<file path="src/rtl/matrix_axi_lite_initiator_if.sv">
// rtl/matrix_axi_lite_initiator_if.sv - AXI-Lite master/slave bus bundle
interface matrix_axi_lite_initiator_if #(
  parameter int AXI_ADDR_WIDTH = 64,
  parameter int AXI_DATA_WIDTH = 32
);
  logic [AXI_ADDR_WIDTH-1:0]   aw_addr;
  logic [2:0]                  aw_prot;
  logic                        aw_valid;
  logic                        aw_ready;
  logic [AXI_DATA_WIDTH-1:0]   w_data;
  logic [AXI_DATA_WIDTH/8-1:0] w_strb;
  logic                        w_valid;
  logic                        w_ready;
  logic [1:0]                  b_resp;
  logic                        b_valid;
  logic                        b_ready;
  logic [AXI_ADDR_WIDTH-1:0]   ar_addr;
  logic [2:0]                  ar_prot;
  logic                        ar_valid;
  logic                        ar_ready;
  logic [AXI_DATA_WIDTH-1:0]   r_data;
  logic [1:0]                  r_resp;
  logic                        r_valid;
  logic                        r_ready;

  modport master (
    output aw_addr, aw_prot, aw_valid, input aw_ready,
    output w_data, w_strb, w_valid, input w_ready,
    input b_resp, b_valid, output b_ready,
    output ar_addr, ar_prot, ar_valid, input ar_ready,
    input r_data, r_resp, r_valid, output r_ready
  );

  modport slave (
    input aw_addr, aw_prot, aw_valid, output aw_ready,
    input w_data, w_strb, w_valid, output w_ready,
    output b_resp, b_valid, input b_ready,
    input ar_addr, ar_prot, ar_valid, output ar_ready,
    output r_data, r_resp, r_valid, input r_ready
  );
endinterface

</file>
<file path="src/rtl/matrix_axi_lite_initiator.sv">
// rtl/matrix_axi_lite_initiator.sv - single-outstanding AXI-Lite initiator with command/response ports
module matrix_axi_lite_initiator #(
  parameter int AXI_ADDR_WIDTH = 64,
  parameter int AXI_DATA_WIDTH = 32,
  parameter int CNT_WIDTH      = 16
) (
  input  logic                        clk,
  input  logic                        rst_n,
  input  logic                        cmd_valid,
  output logic                        cmd_ready,
  input  logic                        cmd_we,
  input  logic [AXI_ADDR_WIDTH-1:0]   cmd_addr,
  input  logic [AXI_DATA_WIDTH-1:0]   cmd_wdata,
  input  logic [AXI_DATA_WIDTH/8-1:0] cmd_strb,
  output logic                        rsp_valid,
  input  logic                        rsp_ready,
  output logic                        rsp_we,
  output logic [AXI_DATA_WIDTH-1:0]   rsp_rdata,
  output logic [1:0]                  rsp_resp,
  matrix_axi_lite_initiator_if.master axi,
  output logic                        busy,
  output logic [CNT_WIDTH-1:0]        txn_cnt,
  output logic [CNT_WIDTH-1:0]        err_cnt
);
  localparam int STRB_WIDTH = AXI_DATA_WIDTH / 8;

  typedef enum logic [2:0] {IDLE, WR_REQ, WR_RESP, RD_REQ, RD_RESP, RSP} state_e;

  state_e                    state_q, state_d;
  logic [AXI_ADDR_WIDTH-1:0] addr_q, addr_d;
  logic [AXI_DATA_WIDTH-1:0] wdata_q, wdata_d;
  logic [STRB_WIDTH-1:0]     strb_q, strb_d;
  logic                      we_q, we_d;
  logic                      cmd_ready_q, cmd_ready_d;
  logic                      aw_valid_q, aw_valid_d;
  logic                      w_valid_q, w_valid_d;
  logic                      b_ready_q, b_ready_d;
  logic                      ar_valid_q, ar_valid_d;
  logic                      r_ready_q, r_ready_d;
  logic                      rsp_valid_q, rsp_valid_d;
  logic                      rsp_we_q, rsp_we_d;
  logic [AXI_DATA_WIDTH-1:0] rsp_rdata_q, rsp_rdata_d;
  logic [1:0]                rsp_resp_q, rsp_resp_d;
  logic [CNT_WIDTH-1:0]      txn_cnt_q, txn_cnt_d;
  logic [CNT_WIDTH-1:0]      err_cnt_q, err_cnt_d;
  logic                      aw_done, w_done;

  // Next-state and registered-output computation; every output is a flop so
  // nothing on the bus or response side depends combinationally on an input.
  always_comb begin
    state_d     = state_q;
    addr_d      = addr_q;
    wdata_d     = wdata_q;
    strb_d      = strb_q;
    we_d        = we_q;
    cmd_ready_d = cmd_ready_q;
    aw_valid_d  = aw_valid_q;
    w_valid_d   = w_valid_q;
    b_ready_d   = b_ready_q;
    ar_valid_d  = ar_valid_q;
    r_ready_d   = r_ready_q;
    rsp_valid_d = rsp_valid_q;
    rsp_we_d    = rsp_we_q;
    rsp_rdata_d = rsp_rdata_q;
    rsp_resp_d  = rsp_resp_q;
    txn_cnt_d   = txn_cnt_q;
    err_cnt_d   = err_cnt_q;
    // A channel counts as done if it already handshook or handshakes now.
    aw_done     = !aw_valid_q || axi.aw_ready;
    w_done      = !w_valid_q || axi.w_ready;

    case (state_q)
      IDLE: begin
        if (cmd_valid && cmd_ready_q) begin
          addr_d      = cmd_addr;
          wdata_d     = cmd_wdata;
          strb_d      = cmd_strb;
          we_d        = cmd_we;
          cmd_ready_d = 1'b0;
          if (cmd_we) begin
            aw_valid_d = 1'b1;
            w_valid_d  = 1'b1;
            state_d    = WR_REQ;
          end else begin
            ar_valid_d = 1'b1;
            state_d    = RD_REQ;
          end
        end
      end
      WR_REQ: begin
        if (aw_valid_q && axi.aw_ready) aw_valid_d = 1'b0;
        if (w_valid_q && axi.w_ready) w_valid_d = 1'b0;
        if (aw_done && w_done) begin
          b_ready_d = 1'b1;
          state_d   = WR_RESP;
        end
      end
      WR_RESP: begin
        if (axi.b_valid && b_ready_q) begin
          rsp_resp_d  = axi.b_resp;
          rsp_rdata_d = '0;
          rsp_we_d    = we_q;
          b_ready_d   = 1'b0;
          rsp_valid_d = 1'b1;
          state_d     = RSP;
        end
      end
      RD_REQ: begin
        if (axi.ar_ready) begin
          ar_valid_d = 1'b0;
          r_ready_d  = 1'b1;
          state_d    = RD_RESP;
        end
      end
      RD_RESP: begin
        if (axi.r_valid && r_ready_q) begin
          rsp_rdata_d = axi.r_data;
          rsp_resp_d  = axi.r_resp;
          rsp_we_d    = we_q;
          r_ready_d   = 1'b0;
          rsp_valid_d = 1'b1;
          state_d     = RSP;
        end
      end
      RSP: begin
        if (rsp_ready) begin
          rsp_valid_d = 1'b0;
          cmd_ready_d = 1'b1;
          txn_cnt_d   = txn_cnt_q + 1'b1;
          if (rsp_resp_q != 2'b00) err_cnt_d = err_cnt_q + 1'b1;
          state_d     = IDLE;
        end
      end
      default: state_d = IDLE;
    endcase
  end

  // State and output registers; reset abandons any transaction in flight.
  always_ff @(posedge clk or negedge rst_n) begin
    if (!rst_n) begin
      state_q     <= IDLE;
      addr_q      <= '0;
      wdata_q     <= '0;
      strb_q      <= '0;
      we_q        <= 1'b0;
      cmd_ready_q <= 1'b1;
      aw_valid_q  <= 1'b0;
      w_valid_q   <= 1'b0;
      b_ready_q   <= 1'b0;
      ar_valid_q  <= 1'b0;
      r_ready_q   <= 1'b0;
      rsp_valid_q <= 1'b0;
      rsp_we_q    <= 1'b0;
      rsp_rdata_q <= '0;
      rsp_resp_q  <= 2'b00;
      txn_cnt_q   <= '0;
      err_cnt_q   <= '0;
    end else begin
      state_q     <= state_d;
      addr_q      <= addr_d;
      wdata_q     <= wdata_d;
      strb_q      <= strb_d;
      we_q        <= we_d;
      cmd_ready_q <= cmd_ready_d;
      aw_valid_q  <= aw_valid_d;
      w_valid_q   <= w_valid_d;
      b_ready_q   <= b_ready_d;
      ar_valid_q  <= ar_valid_d;
      r_ready_q   <= r_ready_d;
      rsp_valid_q <= rsp_valid_d;
      rsp_we_q    <= rsp_we_d;
      rsp_rdata_q <= rsp_rdata_d;
      rsp_resp_q  <= rsp_resp_d;
      txn_cnt_q   <= txn_cnt_d;
      err_cnt_q   <= err_cnt_d;
    end
  end

  assign cmd_ready    = cmd_ready_q;
  assign rsp_valid    = rsp_valid_q;
  assign rsp_we       = rsp_we_q;
  assign rsp_rdata    = rsp_rdata_q;
  assign rsp_resp     = rsp_resp_q;
  assign busy         = (state_q != IDLE);
  assign txn_cnt      = txn_cnt_q;
  assign err_cnt      = err_cnt_q;

  assign axi.aw_addr  = addr_q;
  assign axi.aw_prot  = 3'b000;
  assign axi.aw_valid = aw_valid_q;
  assign axi.w_data   = wdata_q;
  assign axi.w_strb   = strb_q;
  assign axi.w_valid  = w_valid_q;
  assign axi.b_ready  = b_ready_q;
  assign axi.ar_addr  = addr_q;
  assign axi.ar_prot  = 3'b000;
  assign axi.ar_valid = ar_valid_q;
  assign axi.r_ready  = r_ready_q;
endmodule

</file>
<file path="src/flat_wrapper.sv">
// flat-port wrapper written by rule: the top's interface ports become plain ports
module matrix_axi_lite_initiator_flat 
#(
  parameter int AXI_ADDR_WIDTH = 64,
  parameter int AXI_DATA_WIDTH = 32,
  parameter int CNT_WIDTH      = 16
)
  (clk, rst_n, cmd_valid, cmd_ready, cmd_we, cmd_addr, cmd_wdata, cmd_strb, rsp_valid, rsp_ready, rsp_we, rsp_rdata, rsp_resp, busy, txn_cnt, err_cnt, axi_aw_addr, axi_aw_prot, axi_aw_valid, axi_aw_ready, axi_w_data, axi_w_strb, axi_w_valid, axi_w_ready, axi_b_resp, axi_b_valid, axi_b_ready, axi_ar_addr, axi_ar_prot, axi_ar_valid, axi_ar_ready, axi_r_data, axi_r_resp, axi_r_valid, axi_r_ready);
  matrix_axi_lite_initiator_if #(.AXI_ADDR_WIDTH(AXI_ADDR_WIDTH), .AXI_DATA_WIDTH(AXI_DATA_WIDTH)) axi_i ();
  input  logic clk;
  input  logic rst_n;
  input  logic cmd_valid;
  output logic cmd_ready;
  input  logic cmd_we;
  input  logic [AXI_ADDR_WIDTH-1:0] cmd_addr;
  input  logic [AXI_DATA_WIDTH-1:0] cmd_wdata;
  input  logic [AXI_DATA_WIDTH/8-1:0] cmd_strb;
  output logic rsp_valid;
  input  logic rsp_ready;
  output logic rsp_we;
  output logic [AXI_DATA_WIDTH-1:0] rsp_rdata;
  output logic [1:0] rsp_resp;
  output logic busy;
  output logic [CNT_WIDTH-1:0] txn_cnt;
  output logic [CNT_WIDTH-1:0] err_cnt;
  output wire logic [$bits(axi_i.aw_addr)-1:0] axi_aw_addr;
  output wire logic [$bits(axi_i.aw_prot)-1:0] axi_aw_prot;
  output wire logic [$bits(axi_i.aw_valid)-1:0] axi_aw_valid;
  input wire logic [$bits(axi_i.aw_ready)-1:0] axi_aw_ready;
  output wire logic [$bits(axi_i.w_data)-1:0] axi_w_data;
  output wire logic [$bits(axi_i.w_strb)-1:0] axi_w_strb;
  output wire logic [$bits(axi_i.w_valid)-1:0] axi_w_valid;
  input wire logic [$bits(axi_i.w_ready)-1:0] axi_w_ready;
  input wire logic [$bits(axi_i.b_resp)-1:0] axi_b_resp;
  input wire logic [$bits(axi_i.b_valid)-1:0] axi_b_valid;
  output wire logic [$bits(axi_i.b_ready)-1:0] axi_b_ready;
  output wire logic [$bits(axi_i.ar_addr)-1:0] axi_ar_addr;
  output wire logic [$bits(axi_i.ar_prot)-1:0] axi_ar_prot;
  output wire logic [$bits(axi_i.ar_valid)-1:0] axi_ar_valid;
  input wire logic [$bits(axi_i.ar_ready)-1:0] axi_ar_ready;
  input wire logic [$bits(axi_i.r_data)-1:0] axi_r_data;
  input wire logic [$bits(axi_i.r_resp)-1:0] axi_r_resp;
  input wire logic [$bits(axi_i.r_valid)-1:0] axi_r_valid;
  output wire logic [$bits(axi_i.r_ready)-1:0] axi_r_ready;
  assign axi_aw_addr = axi_i.aw_addr;
  assign axi_aw_prot = axi_i.aw_prot;
  assign axi_aw_valid = axi_i.aw_valid;
  assign axi_i.aw_ready = axi_aw_ready;
  assign axi_w_data = axi_i.w_data;
  assign axi_w_strb = axi_i.w_strb;
  assign axi_w_valid = axi_i.w_valid;
  assign axi_i.w_ready = axi_w_ready;
  assign axi_i.b_resp = axi_b_resp;
  assign axi_i.b_valid = axi_b_valid;
  assign axi_b_ready = axi_i.b_ready;
  assign axi_ar_addr = axi_i.ar_addr;
  assign axi_ar_prot = axi_i.ar_prot;
  assign axi_ar_valid = axi_i.ar_valid;
  assign axi_i.ar_ready = axi_ar_ready;
  assign axi_i.r_data = axi_r_data;
  assign axi_i.r_resp = axi_r_resp;
  assign axi_i.r_valid = axi_r_valid;
  assign axi_r_ready = axi_i.r_ready;
  matrix_axi_lite_initiator #(.AXI_ADDR_WIDTH(AXI_ADDR_WIDTH), .AXI_DATA_WIDTH(AXI_DATA_WIDTH), .CNT_WIDTH(CNT_WIDTH)) u_core (.clk(clk), .rst_n(rst_n), .cmd_valid(cmd_valid), .cmd_ready(cmd_ready), .cmd_we(cmd_we), .cmd_addr(cmd_addr), .cmd_wdata(cmd_wdata), .cmd_strb(cmd_strb), .rsp_valid(rsp_valid), .rsp_ready(rsp_ready), .rsp_we(rsp_we), .rsp_rdata(rsp_rdata), .rsp_resp(rsp_resp), .axi(axi_i), .busy(busy), .txn_cnt(txn_cnt), .err_cnt(err_cnt));
endmodule
</file>
<file path="config.mk">
export PLATFORM = sky130hd
export DESIGN_NAME = matrix_axi_lite_initiator_flat
export DESIGN_NICKNAME = d
export VERILOG_FILES = /design/src/rtl/matrix_axi_lite_initiator_if.sv /design/src/rtl/matrix_axi_lite_initiator.sv /design/src/flat_wrapper.sv
export SDC_FILE = /design/constraint.sdc
export NUM_CORES = 1
export LEC_CHECK = 0
export CORE_MARGIN = 10
export CORE_UTILIZATION = 40
export CTS_CLUSTER_SIZE = 12
export DETAILED_ROUTE_END_ITERATION = 10
export GPL_TIMING_DRIVEN = 1
export PLACE_DENSITY = 0.81
export SLEW_MARGIN = 20
export SYNTH_ARGS = -nofsm -noshare
export SYNTH_HDL_FRONTEND = slang
export SYNTH_SLANG_ARGS = --single-unit
</file>
<file path="constraint.sdc">
create_clock -name clk -period 2.3 [get_ports clk]
set_clock_uncertainty 0.2 [all_clocks]
set_input_delay 0.345 -clock clk [delete_from_list [all_inputs] [get_ports clk]]
set_output_delay 0.345 -clock clk [all_outputs]
set_load 0.005 [all_outputs]
</file>
# Yosys cells after proc, flatten, opt, wreduce, memory -nomap -nowiden
# Index checks and enable logic that the tools add are counted.
# Widths: inputs -> output; s select.
[totals]
out_inout_bits = 245
elab_cells = 106
regBits = 178
in_bits = 146
[classes]
add_sub_neg = 2
eq_ne = 15
n_reduce_logical = 32
muxes = 40
[op_table]
columns = ["op", "count"]
rows = [
  ["$mux 32", 2],
  ["$pmux 32 s2", 1],
  ["$add 16x1->16 const B", 2],
  ["$mux 1", 18],
  ["$mux 3", 6],
  ["$pmux 3 s6", 1],
  ["$reduce_and 4->1", 4],
  ["$reduce_and 3->1", 5],
  ["$pmux 1 s2", 7],
  ["$reduce_bool 2->1", 7],
  ["$ne 2x1->1 const B", 6],
  ["$ne 2x2->1 const B", 4],
  ["$eq 3x2->1 const B", 2],
  ["$eq 3x3->1 const B", 2],
  ["$logic_and 1x1->1", 6],
  ["$mux 2", 3],
  ["$reduce_and 6->1", 1],
  ["$reduce_bool 3->1", 2],
  ["$pmux 2 s2", 1],
  ["$reduce_and 2->1", 2],
  ["$eq 3x1->1 const B", 1],
  ["$logic_not 3->1", 1],
  ["$pmux 1 s3", 1],
  ["$logic_not 1->1", 2],
  ["$logic_or 1x1->1", 2],
]

# Longest topological paths before layout
[depth]
word_depth = 5
depth_mapped = 7
depth_no_buf = 5

# Worst setup path before layout
# Ideal clock, no wire load.
[synth_path]
path_type = "register to register"
startpoint = "register u_core.state_q[2]"
endpoint = "register u_core.addr_q[36], in the netlist u_core.axi.ar_addr[36]"
period_less_slack_ps = 2111
t_arrival_ps = 1786
path_slack_ps = 189
setup_ps = 125
path_buffers = 3
stages_incl_launch_ff = 7
required_time_ps = 1975
cell_sequence = "dfrtp_1 buf_2 or3_1 nor2_2 buf_4 buf_6 mux2_2"
[synth_between]
elab_chain_cells = 2
[synth_rtl]
columns = ["element", "line", "source"]
rows = [
  ["start, declared", "matrix_axi_lite_initiator.sv:29", "state_e state_q, state_d;"],
  ["start signal, assigned", "matrix_axi_lite_initiator.sv:159", "state_q <= state_d;"],
  ["$logic_not 3->1", "matrix_axi_lite_initiator.sv:72", "case (state_q)"],
  ["$reduce_and 2->1 (no source line)", "--", ""],
  ["end signal, assigned", "matrix_axi_lite_initiator.sv:160", "addr_q <= addr_d;"],
  ["end, declared", "matrix_axi_lite_initiator.sv:30", "logic [AXI_ADDR_WIDTH-1:0] addr_q, addr_d;"],
]
# Every way passes these cells.
# A chain may end at the register's enable or synchronous reset.

# Worst setup path after layout
[layout_path]
startpoint = "register u_core.state_q[0]"
endpoint = "output busy"
[layout_between]
elab_chain_cells = 1
[layout_rtl]
columns = ["element", "line", "source"]
rows = [
  ["$reduce_bool 3->1", "matrix_axi_lite_initiator.sv:184", "assign busy = (state_q != IDLE);"],
  ["end, declared", "flat_wrapper.sv:23", "output logic busy;"],
]
# Every way passes these cells.

==> impl_results.md <==
- Post-route ant nets: 0
- Cell count after synthesis: between 500 and 600
- R2R Setup Slk: 0.12 ns
- Dpl cells: roughly 1100
- Max Root-Sink Buffers: 2
- Root buf cell: clkbuf_16
- DR pass1 iterations: 4
- Total power: 6300 uW
- Status: complete, no violations
- CP required: approximately 1.8 ns
- Clock-pin slew on the worst setup and hold paths: 0.07 ns
- Worst rel slew slack: 63.6%
- Finished Layout Cells: 1143
- First-pass GRT wire length: 35600 microns
- DP Wirelength: around 20000 microns
- Top Ports: 391
- Max-slew violations: 0
- #FFs+latches synth: 178
- Layout cells sized above 1: 20.4%
- Area growth, synth to finish: 57.5%
- CP max stage cell: dfrtp_2
- Die width: 158 microns
- Worst Setup End Kind: output pin
- HP Class: input port to async pin
- Pleak: 0.00538 uW
- Via density per instance: 4.93
- Final period utilization: between 90 and 100%
- Per-cell routed wire length: 21.4 microns
- Hold violation count in the final report: 0
- Area of the die: 24900 sq um
- Setup Slack @ Placement: -0.116 ns
- # clock sinks: 178
- Fmax: 0.447 GHz
- Main synth FF type: dfrtp_1
- WP data arrival: 1.69 ns
- RSZ-0062 raised after global routing: no
- H-tree Lvls: 4
- Initial drt markers: 169
- Dpl cell area: 11400 sq um
- Biggest area consumer among synthesized cells: dfrtp_1
- Worst setup margin: 0.0613 ns
- All-Layer GR Usage: a little under a fifth
- Ys async rst share: 100%
- Final setup violation count: 0
- Row count: 50
- Avg Cell Area, Syn: between 10 and 15 sq um
- Post-synth EDFFs: 0
- Initial Util: 40.6%
- Critical path's largest stage delay: 0.44 ns
- Setup CP Type: flop to output pin
- DIE HEIGHT: ~160 microns
- Crit path buf inv count: 2
- CTS tree: done
- CP Launch Type: flop
- Top-area cell type share of the netlist area: 58.3%
- Nets: about 1000
- Worst skew pair latency: 0.42 ns
- Mapped cell area: 7600 sq um
- DRC Markers: 0
- Port bufs: 384
- Synth cell types: 45
- Core Footprint: approximately 19000 sq um
- Max FO, Critical Path: 5
- Final WL: 24500 microns
- Largest net degree at the start of global routing: 58
- GRT overflow: 0
- GPL Wtd Cong: 0.842
- Cells taking the most area after synthesis: dfrtp_1 (58%), mux2_2 (16%), buf_4 (7.0%)
- Fillers: 1441
- Tightest Pin Transition: 0.546 ns
- Initial antenna violation count: 0
- Minimum clock period: 2.24 ns
- Vias in the first global route: 5975
- Most frequent cells after synthesis: dfrtp_1 (177), mux2_2 (109), buf_4 (71)
- Vias post-DR: around 5600
- Worst-path cell chain: or3_4, buf_4, dlygate4sd2_1
- Most numerous cell in the Yosys netlist: dfrtp_1
- Pwr/cell area: 527 nW/um^2
- Seq/Total Area, Yosys: 58.6%
- Cts bufs inserted: 17
- MaxCap Viol Count: 0
- Final Cell Area: between 10000 and 15000 sq um
- Core Util, Final: a little under two thirds
- Peak supply drop: 0.473 mV
- Top delay family on crit path: flip-flops
- Synth Warn #: 0
area by class of cell:
type / count / area (sq um) / area share, %
Clock inverter: 14 / 144 / 1.20
Tap cell: 234 / 293 / 2.45
Clock buffer: 18 / 439 / 3.67
Timing Repair Buffer: 415 / 4170 / 34.8
Inverter: 4 / 15.0 / 0.125
Multi-Input combinational cell: 279 / 2450 / 20.5
Antenna cell: 1 / 2.50 / 0.0209
Sequential cell: 178 / 4460 / 37.2
cell usage in the layout (no fill, tap or decap), types with 2 or more instances in the layout:
cell type,n
clkdlybuf4s50_1,382
dfrtp_1,176
mux2_2,109
a22o_1,34
nand2_1,24
buf_4,23
xnor2_1,21
clkbuf_16,17
nand3_1,12
xor2_1,10
nor2_1,8
and3_1,7
buf_12,7
conb_1,6
nand4_1,5
a21oi_1,5
inv_1,4
inv_8,4
and4_1,3
nor3_2,3
o21ai_0,3
clkinvlp_4,3
inv_6,3
nand2b_1,2
nand3b_1,2
ha_1,2
clkinv_4,2
clkinv_8,2
sequential cells by signal (all words and copies together), names as in the netlist, 2 cells and up:
name and cells:
u_core.rsp_rdata 32, u_core.err_cnt 16, u_core.state_q 3, u_core.txn_cnt 16
u_core.axi.w_data 32, u_core.axi.w_strb 4, u_core.axi.ar_addr 64, u_core.rsp_resp 2
stage by stage:
stage	TNS, ns	hold slack [ns]
2_1_floorplan	0	-0.151
6_report	0	0.249
3_5_place_dp	-3.28	0.149
4_1_cts	0	0.253
5_1_grt	0	0.297
3_3_place_gp	-2.29	0.145
worst register-to-register path, delay by kind of cell, from the launching register on:
family	cells	cell delay, ns
AOI/OAI and AO/OA	2	0.53
buffers and inverters	3	0.45
DFF	1	0.41
and+or+nand+nor	2	0.48
worst paths after layout:
kind	start	end	depth (start not counted)
min in group clk	u_core.err_cnt[15]	u_core.err_cnt[15]	1
setup reg to reg	u_core.state_q[0]	u_core.rsp_rdata[28]	7
hold reg to reg	u_core.err_cnt[15]	u_core.err_cnt[15]	1
hold / removal	rst_n	u_core.axi.ar_addr[1]	2
max in group asynchronous	rst_n	u_core.axi.w_data[22]	3
setup / recovery	u_core.state_q[0]	busy	3
power by group:
part,total [uW],internal (uW),switching (uW)
Combinational,342,233,109
Sequential,3130,3130,1.41
Clock,2830,1470,1360
kinds of logic after synthesis:
group           count (synthesis)  share of synthesized area (%)
flops                         178                           58.6
mux                           110                           16.3
buf+inv                        99                           9.60
simple gates                   82                           6.44
compound gates                 48                           5.12
xor+xnor                       31                           3.57
fa+ha+maj                       2                          0.329
other cells                     1                         0.0493
per-layer routing:
metal  up-vias  global-route usage, %  share of wire (%)
met4         0                   5.48                1.2
met1      2806                   18.5                 35
met2       254                   35.2                 54
li1       2549                      -                  -
met5         -                      0                  0
met3        21                   8.11                 10
timing repair:
item | CTS | global route
hold buffers | 1 | 0
setup buffers | 0 | 2
resized for setup | 3 | 0
setup endpoints to repair | 1 | 1
pin swaps | 0 | 0
hold endpoints to repair | 53 | 0
(Power assumes the default switching activity.)
